**config.mk**
```make
export PLATFORM = sky130hd
export DESIGN_NAME = uart_tx_ctrl
export DESIGN_NICKNAME = d
export VERILOG_FILES = /design/src/rtl/uart_tx_ctrl.sv
export SDC_FILE = /design/constraint.sdc
export NUM_CORES = 1
export LEC_CHECK = 0
export BUFFER_PORTS_ARGS = -buffer_cell sky130_fd_sc_hd__buf_4
export CAP_MARGIN = 10
export CORE_MARGIN = 2
export CORE_UTILIZATION = 52
export DETAILED_ROUTE_END_ITERATION = 8
export GPL_ROUTABILITY_DRIVEN = 0
export PLACE_DENSITY = 0.74
export SYNTH_ARGS = -nofsm -noshare
export SYNTH_HDL_FRONTEND = slang
export SYNTH_SLANG_ARGS = --single-unit
```
**constraint.sdc**
```tcl
create_clock -name clk -period 1.52 [get_ports clk]
set_input_delay 0.456 -clock clk [delete_from_list [all_inputs] [get_ports clk]]
set_output_delay 0.456 -clock clk [all_outputs]
set_load 0.01 [all_outputs]
```
**src/rtl/uart_tx_ctrl.sv**
```systemverilog
// UART transmitter: sends one byte per accepted tx_req as start, 8 data bits LSB-first,
// optional parity and 1 or 2 stop bits, with each bit lasting CLK_FREQ/BAUD_RATE clocks.
module uart_tx_ctrl #(
  parameter int unsigned CLK_FREQ   = 50_000_000,
  parameter int unsigned BAUD_RATE  = 115200,
  parameter int unsigned PARITY_EN  = 0,
  parameter int unsigned PARITY_ODD = 0,
  parameter int unsigned STOP_BITS  = 1
) (
  input  logic       clk,
  input  logic       rst_n,
  input  logic       tx_req,
  input  logic [7:0] tx_data,
  output logic       tx_busy,
  output logic       tx_done,
  output logic       uart_txd
);

  localparam int unsigned BAUD_DIV = CLK_FREQ / BAUD_RATE;
  localparam int unsigned CNT_W    = (BAUD_DIV > 1) ? $clog2(BAUD_DIV) : 1;
  localparam logic [CNT_W-1:0] CNT_LAST  = CNT_W'(BAUD_DIV - 1);
  localparam logic             STOP_LAST = 1'(STOP_BITS - 1);
  localparam logic             PAR_ODD   = 1'(PARITY_ODD);

  typedef enum logic [2:0] {
    S_IDLE,
    S_START,
    S_DATA,
    S_PARITY,
    S_STOP
  } state_e;

  state_e           state_q;
  logic [CNT_W-1:0] cnt_q;
  logic [2:0]       bit_idx_q;
  logic             stop_idx_q;
  logic [7:0]       data_q;
  logic             par_q;
  logic             txd_q;
  logic             busy_q;
  logic             done_q;
  logic             bit_end;

  assign bit_end = (cnt_q == CNT_LAST);

  // Whole frame sequencer; the line level for the next bit is loaded on each bit boundary.
  always_ff @(posedge clk or negedge rst_n) begin
    if (!rst_n) begin
      state_q    <= S_IDLE;
      cnt_q      <= '0;
      bit_idx_q  <= '0;
      stop_idx_q <= 1'b0;
      data_q     <= '0;
      par_q      <= 1'b0;
      txd_q      <= 1'b1;
      busy_q     <= 1'b0;
      done_q     <= 1'b0;
    end else begin
      done_q <= 1'b0;
      if (state_q != S_IDLE) begin
        cnt_q <= bit_end ? '0 : cnt_q + CNT_W'(1);
      end
      case (state_q)
        S_IDLE: begin
          if (tx_req) begin
            data_q     <= tx_data;
            par_q      <= (^tx_data) ^ PAR_ODD;
            busy_q     <= 1'b1;
            txd_q      <= 1'b0;
            cnt_q      <= '0;
            bit_idx_q  <= '0;
            stop_idx_q <= 1'b0;
            state_q    <= S_START;
          end
        end
        S_START: begin
          if (bit_end) begin
            txd_q   <= data_q[0];
            state_q <= S_DATA;
          end
        end
        S_DATA: begin
          if (bit_end) begin
            if (bit_idx_q == 3'd7) begin
              if (PARITY_EN != 0) begin
                txd_q   <= par_q;
                state_q <= S_PARITY;
              end else begin
                txd_q   <= 1'b1;
                state_q <= S_STOP;
              end
            end else begin
              bit_idx_q <= bit_idx_q + 3'd1;
              txd_q     <= data_q[bit_idx_q + 3'd1];
            end
          end
        end
        S_PARITY: begin
          if (bit_end) begin
            txd_q   <= 1'b1;
            state_q <= S_STOP;
          end
        end
        S_STOP: begin
          if (bit_end) begin
            if (stop_idx_q == STOP_LAST) begin
              busy_q  <= 1'b0;
              done_q  <= 1'b1;
              state_q <= S_IDLE;
            end else begin
              stop_idx_q <= 1'b1;
            end
          end
        end
        default: state_q <= S_IDLE;
      endcase
    end
  end

  assign tx_busy  = busy_q;
  assign tx_done  = done_q;
  assign uart_txd = txd_q;

endmodule

```
==> flow_summary.ini, run 1 <==
[status]
outcome = finished, violations left
violations = negative setup slack

[global_routing]
antenna_found_initial = 0
grt_overflow_total = 0
grtUsageMet1 = 0.272
grt_max_degree = 27
grt_util_met2 = 0.315
globalRoute.busiestLayer = met2
grt_pass1_wl_um = 4920
grt_pass1_vias = 1100
use_met3 = 0.0326
grt_usage = 0.200

[placement]
hpwl_um = 2110
dpl_cell_area_um2 = 1650
port_buffers = 13

[logic_synthesis]
syn_nets = 140
yosysSeqAreaShare = 0.471
ys.warnings.count = 0
synth_area_leaders = dfrtp_1 45%, mux2_2 6.5%, ha_1 3.6%, o21ai_0 2.9%, nand2_1 2.7%
yosysTopAreaCell = dfrtp_1
synth_edf_count = 0
syn-mean-instance-area_um2 = 11.1
synthDistinctLibCells = 44
synthFlopType = dfrtp_1
ys_ff_latch = 26
syn_inst = 125
synth.top_cell.area_share = 0.452
synthArstFlopShare = 1.00
netlist_area_um2 = 1390

[clock_network]
cts_max_level = 1
clk_pin_slew_ns = 0.14
cts_tree = built
clockRootBuffer = clkbuf_4
cts_buffer_depth = 2
clk-insertion-delay-late_ns = 0.33
clock_sinks = 26
cts_made_buffers = 3

[die]
die_h_um = 55.6
coreArea_um2 = 2500
start_util = 0.554
fp.dieArea_um2 = 3090
io_pins = 14
fp-row-count = 18
chipWidth_um = 55.6

[detailed_routing]
drtIter0Drc = 45
drc_errors = 0
vias = 1092
wl_per_cell_um = 15.9
ant_nets = 0
vias_per_cell = 5.78
wl_um = 3000
dr.pass1.iters = 4

[timing]
finalMaxSlewViolations = 0
layout_setup_ws_ns = -0.0616
max_freq_mhz = 632
final_hold_viol_count = 0
relSlewSlack = 0.737
period_share = 1.04
fin_skew_ns = 0.00165
rsz0062_at_grt = yes
worst_slew_pin_slew_ns = 0.392
holdWs_ns = 0.00377
finalSetupViolCount = 17
period_minus_slack_ns = 1.58

[final_layout]
area_growth_pct = 25.9
final_cell_mix = 33 x buf_4, 25 x dfrtp_1, 10 x nand2_1
finalInstanceArea_um2 = 1740
fill_cells = 188
diodes = 0
layout_commonest_cell = buf_4
fin_nets = 175
drive_gt1_frac = 0.403

[power_and_ir_drop]
p_per_area_nw_per_um2 = 1070
p_leak_uw = 0.000761
peakVddDrop_mv = 1.09
power_uw = 1870

[hold_path]
hp-class = input port to async pin

[setup_path]
cp_slowest_stage_delay_ns = 0.47
required_ns = 1.76
slowest_stage = or3_1
critPathLaunchType = register
crit_chain = or3_1, a21boi_2, a21o_1, a22o_1
end_kind = register
cp_max_fo = 5
worstSetupPathType = register to register
ff2ff_setup_slack_ns = -0.06
arrival_ns = 1.82

[job]
max-cap-violations = 0
-- metrics by stage --
step | setup TNS, ns | setup WS, ns | utilization | std cells
2_1_floorplan | -0.562 | -0.0754 | - | 125
3_3_place_gp | -0.818 | -0.0831 | 0.658 | 184
3_5_place_dp | -1.02 | -0.150 | 0.658 | 184
4_1_cts | -0.537 | -0.0557 | 0.678 | 188
5_1_grt | -1.95 | -0.153 | 0.698 | 189
6_report | -0.537 | -0.0616 | 0.698 | 189
-- critical path, delay by kind of cell, from the launching register on --
family	cells	cell delay, ns
AOI/OAI and AO/OA	3	0.60
and+or+nand+nor	1	0.47
DFF	1	0.42
-- final timing paths --
check / from / endpoint / depth (start not counted)
min in group clk: tx_data[1] / data_q[1] / 2
setup reg to reg: state_q[1] / cnt_q[4] / 4
hold reg to reg: tx_busy / tx_busy / 2
hold / removal: rst_n / bit_idx_q[1] / 1
setup / recovery: state_q[1] / cnt_q[4] / 4
max in group asynchronous: rst_n / uart_txd / 1
-- state kept, by name, summed over array words and instances (netlist names) --
name	count
bit_idx_q	3
state_q	3
cnt_q	9
uart_txd	1
tx_busy	1
tx_done	1
data_q	8
-- routing by layer --
layer	part of all wire	up-vias
li1	-	537
met1	0.47	530
met2	0.49	18
met3	0.029	7
met4	0.016	0
met5	0	-
-- timing repair --
item,4_1_cts,5_1_grt
hold buffers,0,0
buffers inserted,0,1
gates resized for setup,4,9
pin swaps,3,2
endpoints found under the setup margin,18,25
-- synth_stat cells (all sizes together), types with 2 or more instances --
master and instances:
a21o 3, a22oi 3, a21oi 3, ha 4
a22o 3, dfrtp 25, o211ai 3, inv 4
nor2 7, nor3 2, buf 3, nand2 10
and3 2, o21ai 12, mux2 8, o22ai 3
mux2i 3, nand2b 2, nand4b 2
-- final cells by class --
cell class	instances	area, µm²	area share
Clock buffer	4	36.3	0.0208
Tap cell	30	37.5	0.0215
Inverter	4	15.0	0.00861
Sequential cell	26	652	0.374
Multi-Input combinational cell	91	736	0.422
Timing Repair Buffer	34	268	0.154
-- cells by family (layout without fill, tap and decap cells) --
group           Yosys count  after routing  share of synthesized area
fa+ha+maj                 4              4                     0.0361
xor+xnor                  1              1                    0.00632
flops                    26             26                      0.471
compound gates           36             36                      0.183
buf+inv                   8             42                     0.0379
mux                      12             12                      0.103
simple gates             38             38                      0.163
-- power breakdown --
group          total [µW]  leakage [µW]  switching (µW)  internal, µW
Clock                 356     0.0000210             209           147
Combinational         574      0.000415             244           330
Sequential            944      0.000325             102           842
Note: power is estimated with default switching activity, not from simulation.
==> run 2, diff against run 1 <==
ABC_AREA = 1   (was default)
CORE_UTILIZATION = 36   (was 52)
PLACE_DENSITY = default   (was 0.74)
==> run 2 against run 1 <==
Non-clock buffer count fell by 15. Worst hold slack better by 0.073 ns. Clock power rose by 60%. The flow now finishes without violations. Combinational power grew 140%. Sequential cell count stayed put.
==> flow_summary.ini, run 2 <==
[logic_synthesis]
synth.top_cell.area_share = 0.434
syn-mean-instance-area_um2 = 8.37
synth_edf_count = 0
synthFlopType = dfrtp_1
ys.warnings.count = 0
yosysMostFrequentCell = nand2_1
synth_area_leaders = dfrtp_1 43%, nand2_1 14%, nand3_1 4.5%, inv_1 4.2%, ha_1 3.5%
ys_ff_latch = 26
yosysSeqAreaShare = 0.453
synthDistinctLibCells = 31
yosysTopAreaCell = dfrtp_1
syn_nets = 187
syn_inst = 172
synthArstFlopShare = 1.00
netlist_area_um2 = 1440
ys_top_cells_by_count = 54 x nand2_1, 25 x dfrtp_1, 16 x inv_1

[global_routing]
grt_overflow_total = 0
grt_pass1_vias = 1162
grt_max_degree = 27
antenna_found_initial = 0
grt_pass1_wl_um = 5020
grt_usage = 0.146

[timing]
finalSetupViolCount = 0
max_freq_mhz = 679
relSlewSlack = 0.773
period_share = 0.969
fin_skew_ns = 0.00724
period_minus_slack_ns = 1.47
rsz0062_at_grt = yes
final_hold_viol_count = 0
worst_slew_pin_slew_ns = 0.341
finalMaxSlewViolations = 0

[job]
max-cap-violations = 0

[setup_path]
cp_max_fo = 7
crit_chain = inv_2, ha_2, nand2_2, nor2_4, nand2_4, a21oi_4, nand2_1, nor2_1, a21oi_1
critPathLaunchType = register
slowest_stage = dfrtp_1
end_kind = register
cp_slowest_stage_delay_ns = 0.41
required_ns = 1.72
worstSetupPathType = register to register
arrival_ns = 1.68

[final_layout]
area_growth_pct = 19.5
register_area_um2 = 652
drive_gt1_frac = 0.253
final_cells = 242
fin_nets = 210
multiInputGateArea_um2 = 723
fill_cells = 382
final_cell_mix = 53 x nand2_1, 25 x dfrtp_1, 19 x buf_4
layout_commonest_cell = nand2_1
largest_reg_flops = 9
diodes = 0
top_register = cnt_q
reg_top3 = cnt_q: 9 flops, data_q: 8 flops
finalInstanceArea_um2 = 1720

[power_and_ir_drop]
switching_share = 0.403
peakVddDrop_mv = 0.700
clockPowerShare = 0.187
power_frac_seq = 0.371
internal_power_uw = 1820
share_comb_of_total_power = 0.442
p_per_area_nw_per_um2 = 1770
p_switching_uw = 1230
p_leak_uw = 0.000845

[clock_network]
clk_pin_slew_ns = 0.09
cts_max_level = 1
cts_buffer_depth = 2
clockRootBuffer = clkbuf_8
cts_made_buffers = 3
cts_tree = built
clock_sinks = 26
clk-insertion-delay-late_ns = 0.27

[die]
coreArea_um2 = 3740
die_h_um = 67.3
start_util = 0.385
io_pins = 14
fp-row-count = 22
fp.dieArea_um2 = 4520
chipWidth_um = 67.3

[detailed_routing]
dr.pass1.iters = 4
vias = 1163
drtIter0Drc = 104
wl_per_cell_um = 11.6
wl_um = 2810
vias_per_cell = 4.81
ant_nets = 0
drc_errors = 0

[placement]
port_buffers = 13
dpl_cell_area_um2 = 1620
hpwl_um = 2070
dp_cells = 236

[status]
outcome = finished, final reports clean

[hold_path]
hp-class = input port to async pin
[run 2: changes by cell type after synthesis, sizes merged, moves of 4 or more]
cell / delta
nand2: +50
inv: +15
nand3: +13
mux2: -8
a21oi: +5
nor2: +5
o21ai: -4
xor2: +4
[run 2: worst paths after layout]
| path | start | to | slack, ns | cells past startpoint |
|---|---|---|---|---|
| setup / recovery | cnt_q[1] | uart_txd | 0.05 | 9 |
| hold / removal | rst_n | tx_busy | 0.08 | 1 |
| setup reg to reg | cnt_q[1] | uart_txd | 0.05 | 9 |
| hold reg to reg | data_q[6] | data_q[6] | 0.48 | 2 |
| max in group asynchronous | rst_n | uart_txd | 1.14 | 1 |
| min in group clk | tx_data[4] | data_q[4] | 0.37 | 3 |
[run 2: layout make-up]
class                           instances  share of cell area
Clock buffer                            3              0.0240
Clock inverter                          1              0.0175
Inverter                               19              0.0415
Multi-Input combinational cell        126               0.420
Sequential cell                        26               0.379
Tap cell                               48              0.0349
Timing Repair Buffer                   19              0.0829
[run 2: through the flow]
stage          setup TNS, ns  hold slack (ns)  setup WS (ns)   util  total power [µW]
6_report                   0           0.0771         0.0468  0.460              3050
5_1_grt               -0.368           0.0954         -0.118  0.460              3350
4_1_cts                    0           0.0833         0.0434  0.452              3030
3_5_place_dp               0            0.392         0.0255  0.432              2450
3_3_place_gp               0            0.384         0.0658  0.432              2420
2_1_floorplan              0            0.160          0.149      -              2110
[run 2: kinds of logic after synthesis]
group,count (synthesis),synth area share
buf+inv,20,0.0573
flops,26,0.453
compound gates,24,0.113
xor+xnor,5,0.0304
simple gates,93,0.312
fa+ha+maj,4,0.0348
[run 2: per-layer routing]
| layer | vias up | global-route usage | part of all wire |
|---|---|---|---|
| met5 | - | 0 | 0 |
| met4 | 0 | 0.0765 | 0.024 |
| met3 | 5 | 0.0200 | 0.027 |
| met2 | 18 | 0.229 | 0.45 |
| met1 | 540 | 0.197 | 0.50 |
| li1 | 600 | - | - |
[run 2: power by group through the flow]
stage               Clock [µW]  Combinational, µW  Sequential [µW]
detailed placement           0               1310             1140
finish                     571               1350             1130
CTS                        590               1310             1130
global placement             0               1290             1140
floorplan                    0               1020             1090
global route               611               1580             1170
[run 2: critical path: cells and delay by family, from the launching register on]
kind / cells / cell delay [ns]
adder cells (fa/ha/maj): 1 / 0.18
AO/OA/AOI/OAI: 2 / 0.29
AND/OR/NAND/NOR: 5 / 0.46
buffers and inverters: 1 / 0.07
flip-flops: 1 / 0.41
[run 2: timing repair]
| item | CTS | global route |
|---|---|---|
| hold buffers | 0 | 0 |
| cloned | 0 | 0 |
| pin swaps | 0 | 8 |
| gates resized for setup | 1 | 5 |
| setup buffers | 0 | 2 |
| setup endpoints to repair | 1 | 8 |
==> run 3, diff against run 2 <==
REMOVE_ABC_BUFFERS = 1   (was default)
==> run 3 against run 2 <==
Die area unchanged. Highest routed layer unchanged. Worst hold slack got worse by 0.012 ns. Non-clock buffer count decreased by 3. Utilization decreased by 0.40 points. Largest power group unchanged. Sequential share of layout area increased by 0.41 points. Largest cell class unchanged. Wire length increased by 0.75%. Final area decreased by 0.87%. Critical path depth unchanged. Final cell count decreased by 1.2%. Global-route usage increased by 0.64 points. Maximum frequency increased by 3.9%.
==> flow_summary.ini, run 3 (synthesized netlist as in run 2, its figures left out) <==
[power_and_ir_drop]
peakVddDrop_mv = 0.615
power_uw = 3040
p_leak_uw = 0.000833
p_per_area_nw_per_um2 = 1780

[setup_path]
endpoint = cnt_q[6]
r2r-end = cnt_q[6]
cp_slowest_stage_delay_ns = 0.41
cp_max_fo = 7
arrival_ns = 1.57
rr_startpoint = cnt_q[1]
end_kind = register
cp.depth = 9
r2r_cells = 9
crit_chain = inv_1, ha_1, nand2_1, nor2_2, nand2_4, nand2_2, inv_1, o21ai_0, o22ai_1
crit_start = cnt_q[1]
crit_buf_inv = 2
critPathLaunchType = register
crit_top_cell = inv_1
worstSetupPathType = register to register
ff2ff_setup_slack_ns = 0.10
required_ns = 1.67
crit_family = simple AND/OR/NAND/NOR gates
slowest_stage = dfrtp_1

[clock_network]
clk-insertion-delay-late_ns = 0.28
cts_tree = built
cts_post_setup_buffers_inserted = 0
clk_pin_slew_ns = 0.10
cts_buffer_depth = 2
cts_made_buffers = 3
clockRootBuffer = clkbuf_8
clock_sinks = 26
cts_max_level = 1

[timing]
max_freq_mhz = 705
finalMaxSlewViolations = 0
finalSetupViolCount = 0
period_minus_slack_ns = 1.42
rsz0062_at_grt = yes
period_share = 0.933
worst_slew_pin_slew_ns = 0.339
fin_skew_ns = 0.0115
setup-tns-final_ns = 0
final_hold_viol_count = 0
relSlewSlack = 0.774

[global_routing]
antenna_found_initial = 0
grt_overflow_total = 0
grt_usage = 0.153
grt_pass1_wl_um = 5260
grt_pass1_vias = 1220
grt_max_degree = 27

[die]
chipWidth_um = 67.3
fp.dieArea_um2 = 4520
die_h_um = 67.3
io_pins = 14
start_util = 0.385
fp-row-count = 22
coreArea_um2 = 3740

[hold_path]
hp-class = input port to async pin

[placement]
port_buffers = 13
dpl_cell_area_um2 = 1610
hpwl_um = 2130

[final_layout]
finalInstanceArea_um2 = 1710
layout_commonest_cell = nand2_1
fin_nets = 207
reg_top3 = cnt_q: 9 flops, data_q: 8 flops
largest_reg_flops = 9
drive_gt1_frac = 0.251
fill_cells = 398
diodes = 0
area_growth_pct = 18.4
final_cell_mix = 54 x nand2_1, 24 x dfrtp_1, 16 x inv_1, 16 x buf_4, 13 x nand3_1
top_register = cnt_q

[job]
max-cap-violations = 0

[detailed_routing]
wl_um = 2830
wl_per_cell_um = 11.8
drtIter0Drc = 70
vias = 1169
dr.pass1.iters = 4
vias_per_cell = 4.89
drc_errors = 0
ant_nets = 0

[status]
outcome = finished, final reports clean
## run 3: cell types whose count changed in the layout (fill, tap and decap cells not counted), sizes merged
| cell | delta |
|---|---|
| buf | -3 |
## run 3: layout make-up
type,instances,area (µm²),area share
Clock buffer,3,41.3,0.0242
Clock inverter,1,30.0,0.0176
Inverter,19,71.3,0.0418
Multi-Input combinational cell,126,729,0.428
Sequential cell,26,653,0.383
Tap cell,48,60.1,0.0352
Timing Repair Buffer,16,120,0.0704
## run 3: per-layer routing
layer | routed length (µm) | up-vias | global-route usage
met3 | 112 | 5 | 0.0250
met1 | 1310 | 545 | 0.193
li1 | - | 594 | -
met2 | 1350 | 25 | 0.256
met5 | 0 | - | 0
met4 | 59 | 0 | 0.0689
## run 3: how the worst min path moves through the flow
stage              endpoint  slack, ns  depth (start not counted)
6_report          data_q[1]       0.07                          1
5_1_grt           data_q[1]       0.08                          1
4_1_cts          state_q[1]       0.07                          1
3_5_place_dp       cnt_q[3]       0.38                          1
3_3_place_gp       cnt_q[3]       0.38                          1
2_1_floorplan  bit_idx_q[0]       0.16                          0
## run 3: worst reg2reg max path: stages, from the launching register on
cell and delay [ns]:
dfrtp_1 0.41, inv_1 0.08, ha_1 0.15, nand2_1 0.06, nor2_2 0.13, nand2_4 0.11
nand2_2 0.15, inv_1 0.05, o21ai_0 0.07, o22ai_1 0.09
## run 3: power by group
group          switching (µW)  internal [µW]  leakage, µW
Sequential                204            927     0.000331
Clock                     231            353    0.0000357
Combinational             818            507     0.000466
## run 3: repair_timing
item,4_1_cts,5_1_grt
setup endpoints to repair,0,10
gates resized for setup,0,7
hold buffers,0,0
## run 3: stage by stage
| stage | hold slack, ns | util | setup WS, ns | instances |
|---|---|---|---|---|
| floorplan | 0.160 | - | 0.147 | 171 |
| global route | 0.0793 | 0.456 | -0.00847 | 239 |
| global placement | 0.384 | 0.430 | 0.0769 | 235 |
| finish | 0.0653 | 0.456 | 0.102 | 239 |
| CTS | 0.0708 | 0.449 | 0.0187 | 239 |
| detailed placement | 0.385 | 0.430 | 0.0203 | 235 |
